`src/rtl/decode_stage_if.sv`:
```
// Handshake and control-bundle signals between fetch, decode_stage and execute.
interface decode_stage_if #(
    parameter int DATA_W     = 32,
    parameter int REG_ADDR_W = 5,
    parameter int ALU_OP_W   = 4
);
    logic                  in_valid;
    logic                  in_ready;
    logic [DATA_W-1:0]     in_instr;
    logic [DATA_W-1:0]     in_pc;
    logic                  flush;
    logic                  out_valid;
    logic                  out_ready;
    logic [DATA_W-1:0]     out_pc;
    logic [REG_ADDR_W-1:0] out_rs;
    logic [REG_ADDR_W-1:0] out_rt;
    logic [REG_ADDR_W-1:0] out_dst;
    logic [DATA_W-1:0]     out_imm;
    logic [ALU_OP_W-1:0]   out_alu_op;
    logic                  out_alu_imm_sel;
    logic                  out_mem_wren;
    logic                  out_mem_rden;
    logic                  out_reg_wren;
    logic                  out_wb_alu;
    logic                  out_link;
    logic [2:0]            out_pc_kind;
    logic [DATA_W-1:0]     out_target;
    logic                  out_illegal;

    modport slave (
        input  in_valid, in_instr, in_pc, flush, out_ready,
        output in_ready, out_valid, out_pc, out_rs, out_rt, out_dst, out_imm,
               out_alu_op, out_alu_imm_sel, out_mem_wren, out_mem_rden,
               out_reg_wren, out_wb_alu, out_link, out_pc_kind, out_target,
               out_illegal
    );

    modport master (
        output in_valid, in_instr, in_pc, flush, out_ready,
        input  in_ready, out_valid, out_pc, out_rs, out_rt, out_dst, out_imm,
               out_alu_op, out_alu_imm_sel, out_mem_wren, out_mem_rden,
               out_reg_wren, out_wb_alu, out_link, out_pc_kind, out_target,
               out_illegal
    );
endinterface

```
`src/rtl/decode_stage.sv`:
```
// MIPS decode stage: one instruction per cycle into a registered control bundle,
// with valid/ready handshake, flush and load-use bubble insertion.
module decode_stage #(
    parameter int DATA_W     = 32,
    parameter int REG_ADDR_W = 5,
    parameter int ALU_OP_W   = 4,
    parameter bit HAZARD_EN  = 1'b1
) (
    input logic           clk,
    input logic           rst,
    decode_stage_if.slave bus
);
    localparam logic [2:0] PC_SEQ  = 3'b000;
    localparam logic [2:0] PC_JUMP = 3'b001;
    localparam logic [2:0] PC_JREG = 3'b010;
    localparam logic [2:0] PC_BEQ  = 3'b011;
    localparam logic [2:0] PC_BNE  = 3'b100;

    localparam logic [ALU_OP_W-1:0] ALU_NONE = ALU_OP_W'(4'b0000);
    localparam logic [ALU_OP_W-1:0] ALU_AND  = ALU_OP_W'(4'b0001);
    localparam logic [ALU_OP_W-1:0] ALU_OR   = ALU_OP_W'(4'b0010);
    localparam logic [ALU_OP_W-1:0] ALU_ADDU = ALU_OP_W'(4'b0011);
    localparam logic [ALU_OP_W-1:0] ALU_XOR  = ALU_OP_W'(4'b0100);
    localparam logic [ALU_OP_W-1:0] ALU_NOR  = ALU_OP_W'(4'b0101);
    localparam logic [ALU_OP_W-1:0] ALU_SUBU = ALU_OP_W'(4'b0110);
    localparam logic [ALU_OP_W-1:0] ALU_SLT  = ALU_OP_W'(4'b0111);
    localparam logic [ALU_OP_W-1:0] ALU_SLL  = ALU_OP_W'(4'b1000);
    localparam logic [ALU_OP_W-1:0] ALU_SRL  = ALU_OP_W'(4'b1001);
    localparam logic [ALU_OP_W-1:0] ALU_SRA  = ALU_OP_W'(4'b1010);
    localparam logic [ALU_OP_W-1:0] ALU_ADD  = ALU_OP_W'(4'b1011);
    localparam logic [ALU_OP_W-1:0] ALU_SUB  = ALU_OP_W'(4'b1100);

    if (DATA_W != 32) begin : g_width_check
        $error("decode_stage: only DATA_W = 32 is supported");
    end

    typedef struct packed {
        logic [DATA_W-1:0]     pc;
        logic [REG_ADDR_W-1:0] rs;
        logic [REG_ADDR_W-1:0] rt;
        logic [REG_ADDR_W-1:0] dst;
        logic [DATA_W-1:0]     imm;
        logic [ALU_OP_W-1:0]   aluOp;
        logic                  immSel;
        logic                  memWren;
        logic                  memRden;
        logic                  regWren;
        logic                  wbAlu;
        logic                  link;
        logic [2:0]            pcKind;
        logic [DATA_W-1:0]     target;
        logic                  illegal;
    } bundle_t;

    bundle_t bundle_d, bundle_q;
    logic    valid_q;
    logic    hazard;
    logic    accept;

    logic [5:0]        opcode;
    logic [5:0]        funct;
    logic [DATA_W-1:0] pcPlus4;
    logic [DATA_W-1:0] immSext;
    logic [DATA_W-1:0] immZext;
    logic [DATA_W-1:0] jumpTarget;
    logic [DATA_W-1:0] branchTarget;

    assign opcode       = bus.in_instr[31:26];
    assign funct        = bus.in_instr[5:0];
    assign pcPlus4      = bus.in_pc + DATA_W'(4);
    assign immSext      = {{(DATA_W-16){bus.in_instr[15]}}, bus.in_instr[15:0]};
    assign immZext      = {{(DATA_W-16){1'b0}}, bus.in_instr[15:0]};
    assign jumpTarget   = {pcPlus4[DATA_W-1 -: 4], bus.in_instr[25:0], 2'b00};
    assign branchTarget = pcPlus4 + {immSext[DATA_W-3:0], 2'b00};

    // wbAlu defaults to 1 so every legal non-load selects the ALU path.
    always_comb begin
        bundle_d        = '0;
        bundle_d.pc     = bus.in_pc;
        bundle_d.rs     = bus.in_instr[25:21];
        bundle_d.rt     = bus.in_instr[20:16];
        bundle_d.aluOp  = ALU_NONE;
        bundle_d.pcKind = PC_SEQ;
        bundle_d.wbAlu  = 1'b1;
        case (opcode)
            6'h00: begin
                bundle_d.dst     = bus.in_instr[15:11];
                bundle_d.regWren = 1'b1;
                case (funct)
                    6'h00: bundle_d.aluOp = ALU_SLL;
                    6'h02: bundle_d.aluOp = ALU_SRL;
                    6'h03: bundle_d.aluOp = ALU_SRA;
                    6'h08: begin
                        bundle_d.pcKind  = PC_JREG;
                        bundle_d.regWren = 1'b0;
                    end
                    6'h09: begin
                        bundle_d.pcKind = PC_JREG;
                        bundle_d.link   = 1'b1;
                    end
                    6'h20: bundle_d.aluOp = ALU_ADD;
                    6'h21: bundle_d.aluOp = ALU_ADDU;
                    6'h22: bundle_d.aluOp = ALU_SUB;
                    6'h23: bundle_d.aluOp = ALU_SUBU;
                    6'h24: bundle_d.aluOp = ALU_AND;
                    6'h25: bundle_d.aluOp = ALU_OR;
                    6'h26: bundle_d.aluOp = ALU_XOR;
                    6'h27: bundle_d.aluOp = ALU_NOR;
                    6'h2A: bundle_d.aluOp = ALU_SLT;
                    default: bundle_d.illegal = 1'b1;
                endcase
            end
            6'h02: begin
                bundle_d.pcKind = PC_JUMP;
                bundle_d.target = jumpTarget;
            end
            6'h03: begin
                bundle_d.pcKind  = PC_JUMP;
                bundle_d.target  = jumpTarget;
                bundle_d.dst     = REG_ADDR_W'(31);
                bundle_d.link    = 1'b1;
                bundle_d.regWren = 1'b1;
            end
            6'h04, 6'h05: begin
                bundle_d.pcKind = (opcode == 6'h04) ? PC_BEQ : PC_BNE;
                bundle_d.target = branchTarget;
                bundle_d.aluOp  = ALU_SUB;
                bundle_d.dst    = bus.in_instr[20:16];
                bundle_d.imm    = immSext;
            end
            // Logical immediates (0x0C-0x0E) are the only zero-extended ones.
            6'h08, 6'h09, 6'h0A, 6'h0C, 6'h0D, 6'h0E: begin
                bundle_d.dst     = bus.in_instr[20:16];
                bundle_d.immSel  = 1'b1;
                bundle_d.regWren = 1'b1;
                bundle_d.imm     = opcode[2] ? immZext : immSext;
                case (opcode)
                    6'h08:   bundle_d.aluOp = ALU_ADD;
                    6'h09:   bundle_d.aluOp = ALU_ADDU;
                    6'h0A:   bundle_d.aluOp = ALU_SLT;
                    6'h0C:   bundle_d.aluOp = ALU_AND;
                    6'h0D:   bundle_d.aluOp = ALU_OR;
                    default: bundle_d.aluOp = ALU_XOR;
                endcase
            end
            default: begin
                bundle_d.dst    = bus.in_instr[20:16];
                bundle_d.imm    = immSext;
                bundle_d.immSel = 1'b1;
                bundle_d.aluOp  = (opcode == 6'h23 || opcode == 6'h2B) ? ALU_ADD : ALU_NONE;
                if (opcode >= 6'h20 && opcode <= 6'h26) begin
                    bundle_d.memRden = 1'b1;
                    bundle_d.regWren = 1'b1;
                    bundle_d.wbAlu   = 1'b0;
                end else if (opcode >= 6'h28 && opcode <= 6'h2E) begin
                    bundle_d.memWren = 1'b1;
                end else begin
                    bundle_d.illegal = 1'b1;
                end
            end
        endcase
        if (bundle_d.illegal) begin
            bundle_d         = '0;
            bundle_d.pc      = bus.in_pc;
            bundle_d.rs      = bus.in_instr[25:21];
            bundle_d.rt      = bus.in_instr[20:16];
            bundle_d.illegal = 1'b1;
        end
    end

    assign hazard = HAZARD_EN && valid_q && bundle_q.memRden && (bundle_q.dst != '0) &&
                    (bundle_q.dst == bus.in_instr[25:21] || bundle_q.dst == bus.in_instr[20:16]);
    assign bus.in_ready = !bus.flush && (!valid_q || bus.out_ready) && !hazard;
    assign accept       = bus.in_valid && bus.in_ready;

    // Flush only clears valid; the data registers keep their last contents.
    always_ff @(posedge clk) begin
        if (rst) begin
            valid_q  <= 1'b0;
            bundle_q <= '0;
        end else if (bus.flush) begin
            valid_q <= 1'b0;
        end else if (accept) begin
            valid_q  <= 1'b1;
            bundle_q <= bundle_d;
        end else if (bus.out_ready) begin
            valid_q <= 1'b0;
        end
    end

    assign bus.out_valid       = valid_q;
    assign bus.out_pc          = bundle_q.pc;
    assign bus.out_rs          = bundle_q.rs;
    assign bus.out_rt          = bundle_q.rt;
    assign bus.out_dst         = bundle_q.dst;
    assign bus.out_imm         = bundle_q.imm;
    assign bus.out_alu_op      = bundle_q.aluOp;
    assign bus.out_alu_imm_sel = bundle_q.immSel;
    assign bus.out_mem_wren    = bundle_q.memWren;
    assign bus.out_mem_rden    = bundle_q.memRden;
    assign bus.out_reg_wren    = bundle_q.regWren;
    assign bus.out_wb_alu      = bundle_q.wbAlu;
    assign bus.out_link        = bundle_q.link;
    assign bus.out_pc_kind     = bundle_q.pcKind;
    assign bus.out_target      = bundle_q.target;
    assign bus.out_illegal     = bundle_q.illegal;
endmodule

```
`src/flat_wrapper.sv`:
```
// flat-port wrapper written by rule: the top's interface ports become plain ports
module decode_stage_flat 
#(
    parameter int DATA_W     = 32,
    parameter int REG_ADDR_W = 5,
    parameter int ALU_OP_W   = 4,
    parameter bit HAZARD_EN  = 1'b1
)
  (clk, rst, bus_in_valid, bus_in_instr, bus_in_pc, bus_flush, bus_out_ready, bus_in_ready, bus_out_valid, bus_out_pc, bus_out_rs, bus_out_rt, bus_out_dst, bus_out_imm, bus_out_alu_op, bus_out_alu_imm_sel, bus_out_mem_wren, bus_out_mem_rden, bus_out_reg_wren, bus_out_wb_alu, bus_out_link, bus_out_pc_kind, bus_out_target, bus_out_illegal);
  decode_stage_if #(.DATA_W(DATA_W), .REG_ADDR_W(REG_ADDR_W), .ALU_OP_W(ALU_OP_W)) bus_i ();
  input logic clk;
  input logic rst;
  input wire logic [$bits(bus_i.in_valid)-1:0] bus_in_valid;
  input wire logic [$bits(bus_i.in_instr)-1:0] bus_in_instr;
  input wire logic [$bits(bus_i.in_pc)-1:0] bus_in_pc;
  input wire logic [$bits(bus_i.flush)-1:0] bus_flush;
  input wire logic [$bits(bus_i.out_ready)-1:0] bus_out_ready;
  output wire logic [$bits(bus_i.in_ready)-1:0] bus_in_ready;
  output wire logic [$bits(bus_i.out_valid)-1:0] bus_out_valid;
  output wire logic [$bits(bus_i.out_pc)-1:0] bus_out_pc;
  output wire logic [$bits(bus_i.out_rs)-1:0] bus_out_rs;
  output wire logic [$bits(bus_i.out_rt)-1:0] bus_out_rt;
  output wire logic [$bits(bus_i.out_dst)-1:0] bus_out_dst;
  output wire logic [$bits(bus_i.out_imm)-1:0] bus_out_imm;
  output wire logic [$bits(bus_i.out_alu_op)-1:0] bus_out_alu_op;
  output wire logic [$bits(bus_i.out_alu_imm_sel)-1:0] bus_out_alu_imm_sel;
  output wire logic [$bits(bus_i.out_mem_wren)-1:0] bus_out_mem_wren;
  output wire logic [$bits(bus_i.out_mem_rden)-1:0] bus_out_mem_rden;
  output wire logic [$bits(bus_i.out_reg_wren)-1:0] bus_out_reg_wren;
  output wire logic [$bits(bus_i.out_wb_alu)-1:0] bus_out_wb_alu;
  output wire logic [$bits(bus_i.out_link)-1:0] bus_out_link;
  output wire logic [$bits(bus_i.out_pc_kind)-1:0] bus_out_pc_kind;
  output wire logic [$bits(bus_i.out_target)-1:0] bus_out_target;
  output wire logic [$bits(bus_i.out_illegal)-1:0] bus_out_illegal;
  assign bus_i.in_valid = bus_in_valid;
  assign bus_i.in_instr = bus_in_instr;
  assign bus_i.in_pc = bus_in_pc;
  assign bus_i.flush = bus_flush;
  assign bus_i.out_ready = bus_out_ready;
  assign bus_in_ready = bus_i.in_ready;
  assign bus_out_valid = bus_i.out_valid;
  assign bus_out_pc = bus_i.out_pc;
  assign bus_out_rs = bus_i.out_rs;
  assign bus_out_rt = bus_i.out_rt;
  assign bus_out_dst = bus_i.out_dst;
  assign bus_out_imm = bus_i.out_imm;
  assign bus_out_alu_op = bus_i.out_alu_op;
  assign bus_out_alu_imm_sel = bus_i.out_alu_imm_sel;
  assign bus_out_mem_wren = bus_i.out_mem_wren;
  assign bus_out_mem_rden = bus_i.out_mem_rden;
  assign bus_out_reg_wren = bus_i.out_reg_wren;
  assign bus_out_wb_alu = bus_i.out_wb_alu;
  assign bus_out_link = bus_i.out_link;
  assign bus_out_pc_kind = bus_i.out_pc_kind;
  assign bus_out_target = bus_i.out_target;
  assign bus_out_illegal = bus_i.out_illegal;
  decode_stage #(.DATA_W(DATA_W), .REG_ADDR_W(REG_ADDR_W), .ALU_OP_W(ALU_OP_W), .HAZARD_EN(HAZARD_EN)) u_core (.clk(clk), .rst(rst), .bus(bus_i));
endmodule
```
`config.mk`:
```
export PLATFORM = sky130hd
export DESIGN_NAME = decode_stage_flat
export DESIGN_NICKNAME = d
export VERILOG_FILES = /design/src/rtl/decode_stage_if.sv /design/src/rtl/decode_stage.sv /design/src/flat_wrapper.sv
export SDC_FILE = /design/constraint.sdc
export NUM_CORES = 1
export LEC_CHECK = 0
export ABC_AREA = 1
export CORE_ASPECT_RATIO = 1.75
export CORE_MARGIN = 3
export CORE_UTILIZATION = 34
export DETAILED_ROUTE_END_ITERATION = 8
export PLACE_DENSITY = 0.6
export SETUP_SLACK_MARGIN = 0.02
export SLEW_MARGIN = 40
export SYNTH_ARGS = -nofsm -noshare
export SYNTH_HDL_FRONTEND = slang
export SYNTH_SLANG_ARGS = --single-unit
```
`constraint.sdc`:
```
create_clock -name clk -period 3.2 [get_ports clk]
set_clock_uncertainty 0.15 [all_clocks]
set_input_delay 0.64 -clock clk [delete_from_list [all_inputs] [get_ports clk]]
set_output_delay 0.64 -clock clk [all_outputs]
set_load 0.05 [all_outputs]
```
==> out/qor.csv, run 1 <==
metric,value,unit
dpl cells,1912,
clock tree buffer depth,2,
"flops & latches, synth",111,
max frequency,0.326,GHz
final hold vios,0,
final period utilization,0.959,
Routed Antenna Nets,0,
core area,22800,um^2
HPWL Detailed,25700,um
TNS Setup,0,ns
share of the synthesized area in the top cell type,0.279,
post-synthesis sequential area ratio,0.279,
critical path arrival,3.24,ns
worst vdd ir,0.000204,V
fin crit period,3.07,ns
worst hold endpoint,u_core.bus.out_target[19],
ANT cells,0,
"commonest cells after routing, fill and taps aside","442 x nand2_1, 185 x buf_4, 169 x clkdlybuf4s50_1",
clk sink count,111,
CTS H-tree lvls,3,
PwrDens,324,nW/um^2
synthesis warning total,0,
pre-CTS WS,-1.10,ns
mapped cell area,7960,um^2
Synth Net Count,1409,
vias in the first global route,9538,
"Avg Cell Area, Syn",6.11,um^2
drt drc,0,
met1 GRT Util,0.250,
Hold Crit Depth,2,
initial antenna violation count,0,
HP Class,register to register,
RSZ-0062 raised after global routing,yes,
met2 Use GR,0.487,
largest area contributor in the netlist,dfxtp_1,
FP Rows,73,
Setup crit start,bus_in_pc[27],
WP data required,3.37,ns
Die ar.,25400,um^2
LEAKAGE,5.60,nW
busiest grt layer,met2,
global-route wire length before repair,49600,um
Max Cap Viol,0,
"most common cell after layout, fill and taps aside",nand2_1,
Async SR Flop Fraction,0,
Area Overhead vs Synth,58.5,%
# IOs,196,
die width,122,um
hold buffers post-CTS,0,
GR Util met3,0.0394,
latest clock arrival within the worst-skew pair,0.38,ns
routed wire length,31900,um
"Top FF cell, synth",dfxtp_1,
largest net degree at the start of global routing,61,
routed vias/inst,4.89,
cells after synthesis,1303,
worst reg2reg startpoint,u_core.bus.out_dst[0],
Worst Tran Pin Value,0.681,ns
Nets,1757,
post-synth cell types,42,
Worst setup EP type,register,
gp weighted congestion,0.936,
R2R Path End,u_core.bus.out_target[0],
largest cells by area after synthesis,"dfxtp_1 28%, nand2_1 22%, a21oi_1 8.6%, inv_1 6.3%, nand3_1 5.8%",
GRT Total Usage,0.252,
Pins Over Slew Limit,0,
CP max FO,4,
GRT overflow,0,
crit path kind,primary input to register,
R2R Setup Slk,1.01,ns
first-pass detailed-route iteration total,5,
"Reg clk slew, reported paths",0.07,ns
Tot Pwr,0.00409,W
Final Non-Filler Cells,1956,
die height,208,um
final design area excluding fillers,12600,um^2
critical path launch point type,primary input,
R2R cell count,10,
Setup WS post-layout,0.132,ns
Num CTS Buffers,9,
DRT iter0 DRCs,473,
placed inst area,11400,um^2
DR vias,9559,
Port Buf Inserts,195,
layout cells sized above 1,0.248,
Finish-stage setup viols,0,
TritonCTS clock tree,built,
Hold Startpoint,u_core.bus.out_target[19],
clk root buf,clkbuf_16,
slew margin rel.,0.546,
status,"complete, no violations",
wire length per cell,16.3,um
initial core utilization,0.349,
"EDFF count, synth",0,
==> how the worst max path moves through the flow <==
stage | end | slack, ns | depth (start not counted)
floorplan | u_core.bus.out_target[31] | 0.03 | 21
global placement | u_core.bus.out_target[29] | -1.03 | 22
detailed placement | u_core.bus.out_target[29] | -1.10 | 22
CTS | u_core.bus.out_target[29] | 0.02 | 22
global route | u_core.bus.out_target[27] | -0.1 | 21
finish | u_core.bus.out_target[29] | 0.13 | 19
==> cell families after synthesis <==
logic type	share of synthesized area
buffers and inverters	0.107
adder cells (fa/ha/maj)	0.0591
AND/OR/NAND/NOR	0.386
AO/OA/AOI/OAI	0.129
flip-flops	0.279
XOR/XNOR	0.0396
==> worst max-delay path: stages <==
cell and delay, ns:
clkdlybuf4s50_1 0.50, buf_4 0.12, inv_1 0.06, nor3_1 0.17
nand4_1 0.19, xnor2_2 0.30, ha_4 0.26, nand2_2 0.12
nor2_4 0.06, nand2_4 0.07, buf_4 0.10, inv_1 0.04
a21oi_2 0.16, nand2_1 0.07, nand2_1 0.06, nand3_1 0.06
nand2_1 0.08, nand2_1 0.06, a21oi_2 0.12
==> metrics by stage <==
stage / util / hold WS [ns]
after global placement: 0.498 / 0.302
after detailed placement: 0.498 / 0.306
after floorplan: - / 0.536
final: 0.552 / 0.314
after CTS: 0.531 / 0.317
after global routing: 0.552 / 0.329
==> where the power goes <==
group	internal, W	switching, W	leakage (nW)	total [W]
sequential	0.00142	0.0000234	0.900	0.00144
combinational	0.000604	0.000840	4.55	0.00144
clock	0.000653	0.000549	0.147	0.00120
==> per-layer routing <==
layer  part of all wire  vias up
met3              0.031       72
met5                  0        -
met4              0.051        0
li1                   -     4861
met1               0.36     4408
met2               0.56      218
==> flip-flops by register name, summed over array words and instances (netlist names) <==
signal                      count
u_core.bus.out_alu_imm_sel      1
u_core.bus.out_alu_op           4
u_core.bus.out_dst              5
u_core.bus.out_illegal          1
u_core.bus.out_imm             17
u_core.bus.out_link             1
u_core.bus.out_mem_rden         1
u_core.bus.out_mem_wren         1
u_core.bus.out_pc              32
u_core.bus.out_pc_kind          3
u_core.bus.out_reg_wren         1
u_core.bus.out_rs               5
u_core.bus.out_rt               5
u_core.bus.out_target          32
u_core.bus.out_valid            1
u_core.bus.out_wb_alu           1
==> final cells by class <==
class | instances | area, um^2
Clock buffer | 14 | 264
Clock inverter | 2 | 38.8
Fill cell | 2365 | 10200
Inverter | 140 | 528
Multi-Input combinational cell | 994 | 5600
Sequential cell | 111 | 2220
Tap cell | 300 | 375
Timing Repair Buffer | 395 | 3580
==> cells in the mapped netlist (2+ instances only) <==
cell        n
nor3_1     15
nand2_1   477
or2_2      10
inv_2       5
o211ai_1    5
clkinv_1    2
nand3b_1    4
ha_1       36
a21o_1      2
clkbuf_1   21
nor2_4      2
nand4_1    20
a31oi_1     2
inv_1     133
nand2_2     2
a21oi_1   137
o21bai_1    6
nand3_1    93
buf_4      18
buf_2      14
o31ai_1     2
o21ai_0    18
nor2_1     93
xor2_1     20
a21oi_2     5
nand3_2     8
xnor2_1    16
dfxtp_1   111
o22ai_1     5
nor2_2      5
o221ai_1    2
buf_1       2
buf_6       3
==> timing repair <==
action,4_1_cts,5_1_grt
endpoints found under the setup margin,26,21
gates resized for setup,113,140
pin swaps,40,80
setup buffers,19,11
Power figures use the tool's default switching activity.
==> run 2: changes to the inputs <==
--- a/config.mk
+++ b/config.mk
@@ -6,11 +6,15 @@
 export NUM_CORES = 1
 export LEC_CHECK = 0
 export ABC_AREA = 1
+export ABC_CLOCK_PERIOD_IN_PS = 3200
+export CELL_PAD_IN_SITES_DETAIL_PLACEMENT = 2
+export CELL_PAD_IN_SITES_GLOBAL_PLACEMENT = 2
 export CORE_ASPECT_RATIO = 1.75
 export CORE_MARGIN = 3
-export CORE_UTILIZATION = 34
+export CORE_UTILIZATION = 23
 export DETAILED_ROUTE_END_ITERATION = 8
-export PLACE_DENSITY = 0.6
+export HOLD_SLACK_MARGIN = 0.08
+export PLACE_DENSITY = 0.75
 export SETUP_SLACK_MARGIN = 0.02
 export SLEW_MARGIN = 40
 export SYNTH_ARGS = -nofsm -noshare
==> out/qor.csv, run 2 (synthesis gave the netlist of run 1 again) <==
metric,value,unit
Port Buf Inserts,195,
Setup WS post-layout,-0.492,ns
CTS H-tree lvls,3,
die width,147,um
"Reg clk slew, reported paths",0.09,ns
critical path launch point type,primary input,
worst vdd ir,0.000269,V
drt drc,0,
Routed Antenna Nets,0,
fin crit period,3.69,ns
LEAKAGE,6.23,nW
critical path arrival,3.87,ns
initial core utilization,0.234,
Worst setup EP type,register,
dpl cells,2150,
TritonCTS clock tree,built,
global-route wire length before repair,75600,um
max frequency,0.271,GHz
largest net degree at the start of global routing,65,
latest clock arrival within the worst-skew pair,0.40,ns
gp weighted congestion,0.944,
Max Cap Viol,0,
Die ar.,37000,um^2
crit path kind,primary input to register,
routed wire length,56300,um
ANT cells,0,
core area,34000,um^2
Nets,1852,
routed vias/inst,5.13,
PwrDens,327,nW/um^2
FP Rows,89,
"most common cell after layout, fill and taps aside",nand2_1,
CP max FO,4,
HPWL Detailed,37200,um
die height,252,um
vias in the first global route,12400,
Finish-stage setup viols,18,
final period utilization,1.15,
Final Non-Filler Cells,2206,
fillcell total,3912,
DRT iter0 DRCs,440,
HP Class,register to register,
final hold vios,0,
clock tree buffer depth,2,
"commonest cells after routing, fill and taps aside","401 x nand2_1, 268 x buf_4, 168 x clkdlybuf4s50_1",
Multi-input gate area,6500,um^2
Area Overhead vs Synth,81.8,%
Pins Over Slew Limit,0,
slew margin rel.,0.576,
GRT Total Usage,0.267,
final design area excluding fillers,14500,um^2
first-pass detailed-route iteration total,5,
RSZ-0062 raised after global routing,yes,
status,finished with violations,
clk sink count,111,
Worst Tran Pin Value,0.634,ns
initial antenna violation count,0,
Num CTS Buffers,9,
failing checks,setup timing,
placed inst area,12200,um^2
GRT overflow,0,
pre-CTS WS,-1.60,ns
WP data required,3.37,ns
layout cells sized above 1,0.354,
# IOs,196,
FF+latch area,2220,um^2
wire length per cell,25.5,um
clk root buf,clkbuf_16,
DR vias,11300,
==> run 2: area by class of cell <==
type | instances | area share
well taps | 455 | 0.0393
multi-input cells | 994 | 0.449
clock inverters | 7 | 0.00657
inverters | 140 | 0.0368
flip-flops and latches | 111 | 0.154
clock buffers | 9 | 0.0156
repair buffers | 490 | 0.299
==> run 2: metrics by stage <==
step                       util  power, W  hold slack (ns)  TNS [ns]
after detailed placement  0.358   0.00296            0.310    -34.34
after CTS                 0.400   0.00446            0.324    -0.597
after floorplan               -   0.00216            0.536         0
final                     0.426   0.00473            0.324     -4.99
after global routing      0.426   0.00490            0.335     -7.25
after global placement    0.357   0.00290            0.302    -37.95
==> run 2: critical path, stage by stage <==
cell     delay [ns]
buf_8          0.08
buf_6          0.09
nand4_1        0.21
inv_2          0.17
nand4_1        0.19
nor2_2         0.19
nand4_1        0.15
buf_6          0.17
xor2_4         0.22
inv_2          0.09
ha_4           0.35
inv_4          0.06
nor3_4         0.23
buf_6          0.16
nand2_2        0.05
nand2_2        0.09
nand2_1        0.09
nand2_2        0.08
a21oi_2        0.04
nand2_1        0.08
nand3_1        0.13
nand2_2        0.10
nand2_1        0.06
a21oi_1        0.14
==> run 2: per-layer routing <==
metal | GRT usage | share of wire
met5 | 0 | 0
met1 | 0.245 | 0.32
met3 | 0.0359 | 0.037
met2 | 0.531 | 0.55
met4 | 0.180 | 0.092
==> run 2: repair_timing <==
action / in CTS / in global routing
setup buffers: 24 / 19
pin swaps: 79 / 77
setup endpoints to repair: 27 / 25
gates resized for setup: 269 / 183
endpoints found under the hold margin: 0 / 0
hold buffers: 0 / 0
==> run 2: worst paths after layout <==
kind | endpoint | slack (ns) | depth (start not counted) | start
setup reg to reg | u_core.bus.out_pc[7] | 0.75 | 11 | u_core.bus.out_dst[2]
setup / recovery | u_core.bus.out_target[31] | -0.49 | 24 | bus_in_pc[8]
hold reg to reg | u_core.bus.out_pc[2] | 0.32 | 2 | u_core.bus.out_pc[2]
hold / removal | u_core.bus.out_pc[2] | 0.32 | 2 | u_core.bus.out_pc[2]
==> run 2: where the power goes <==
group / total [W] / switching, W / internal, W
Combinational: 0.00195 / 0.00116 / 0.000786
Sequential: 0.00145 / 0.0000281 / 0.00142
Clock: 0.00133 / 0.000695 / 0.000636
Total: 0.00473 / 0.00188 / 0.00284
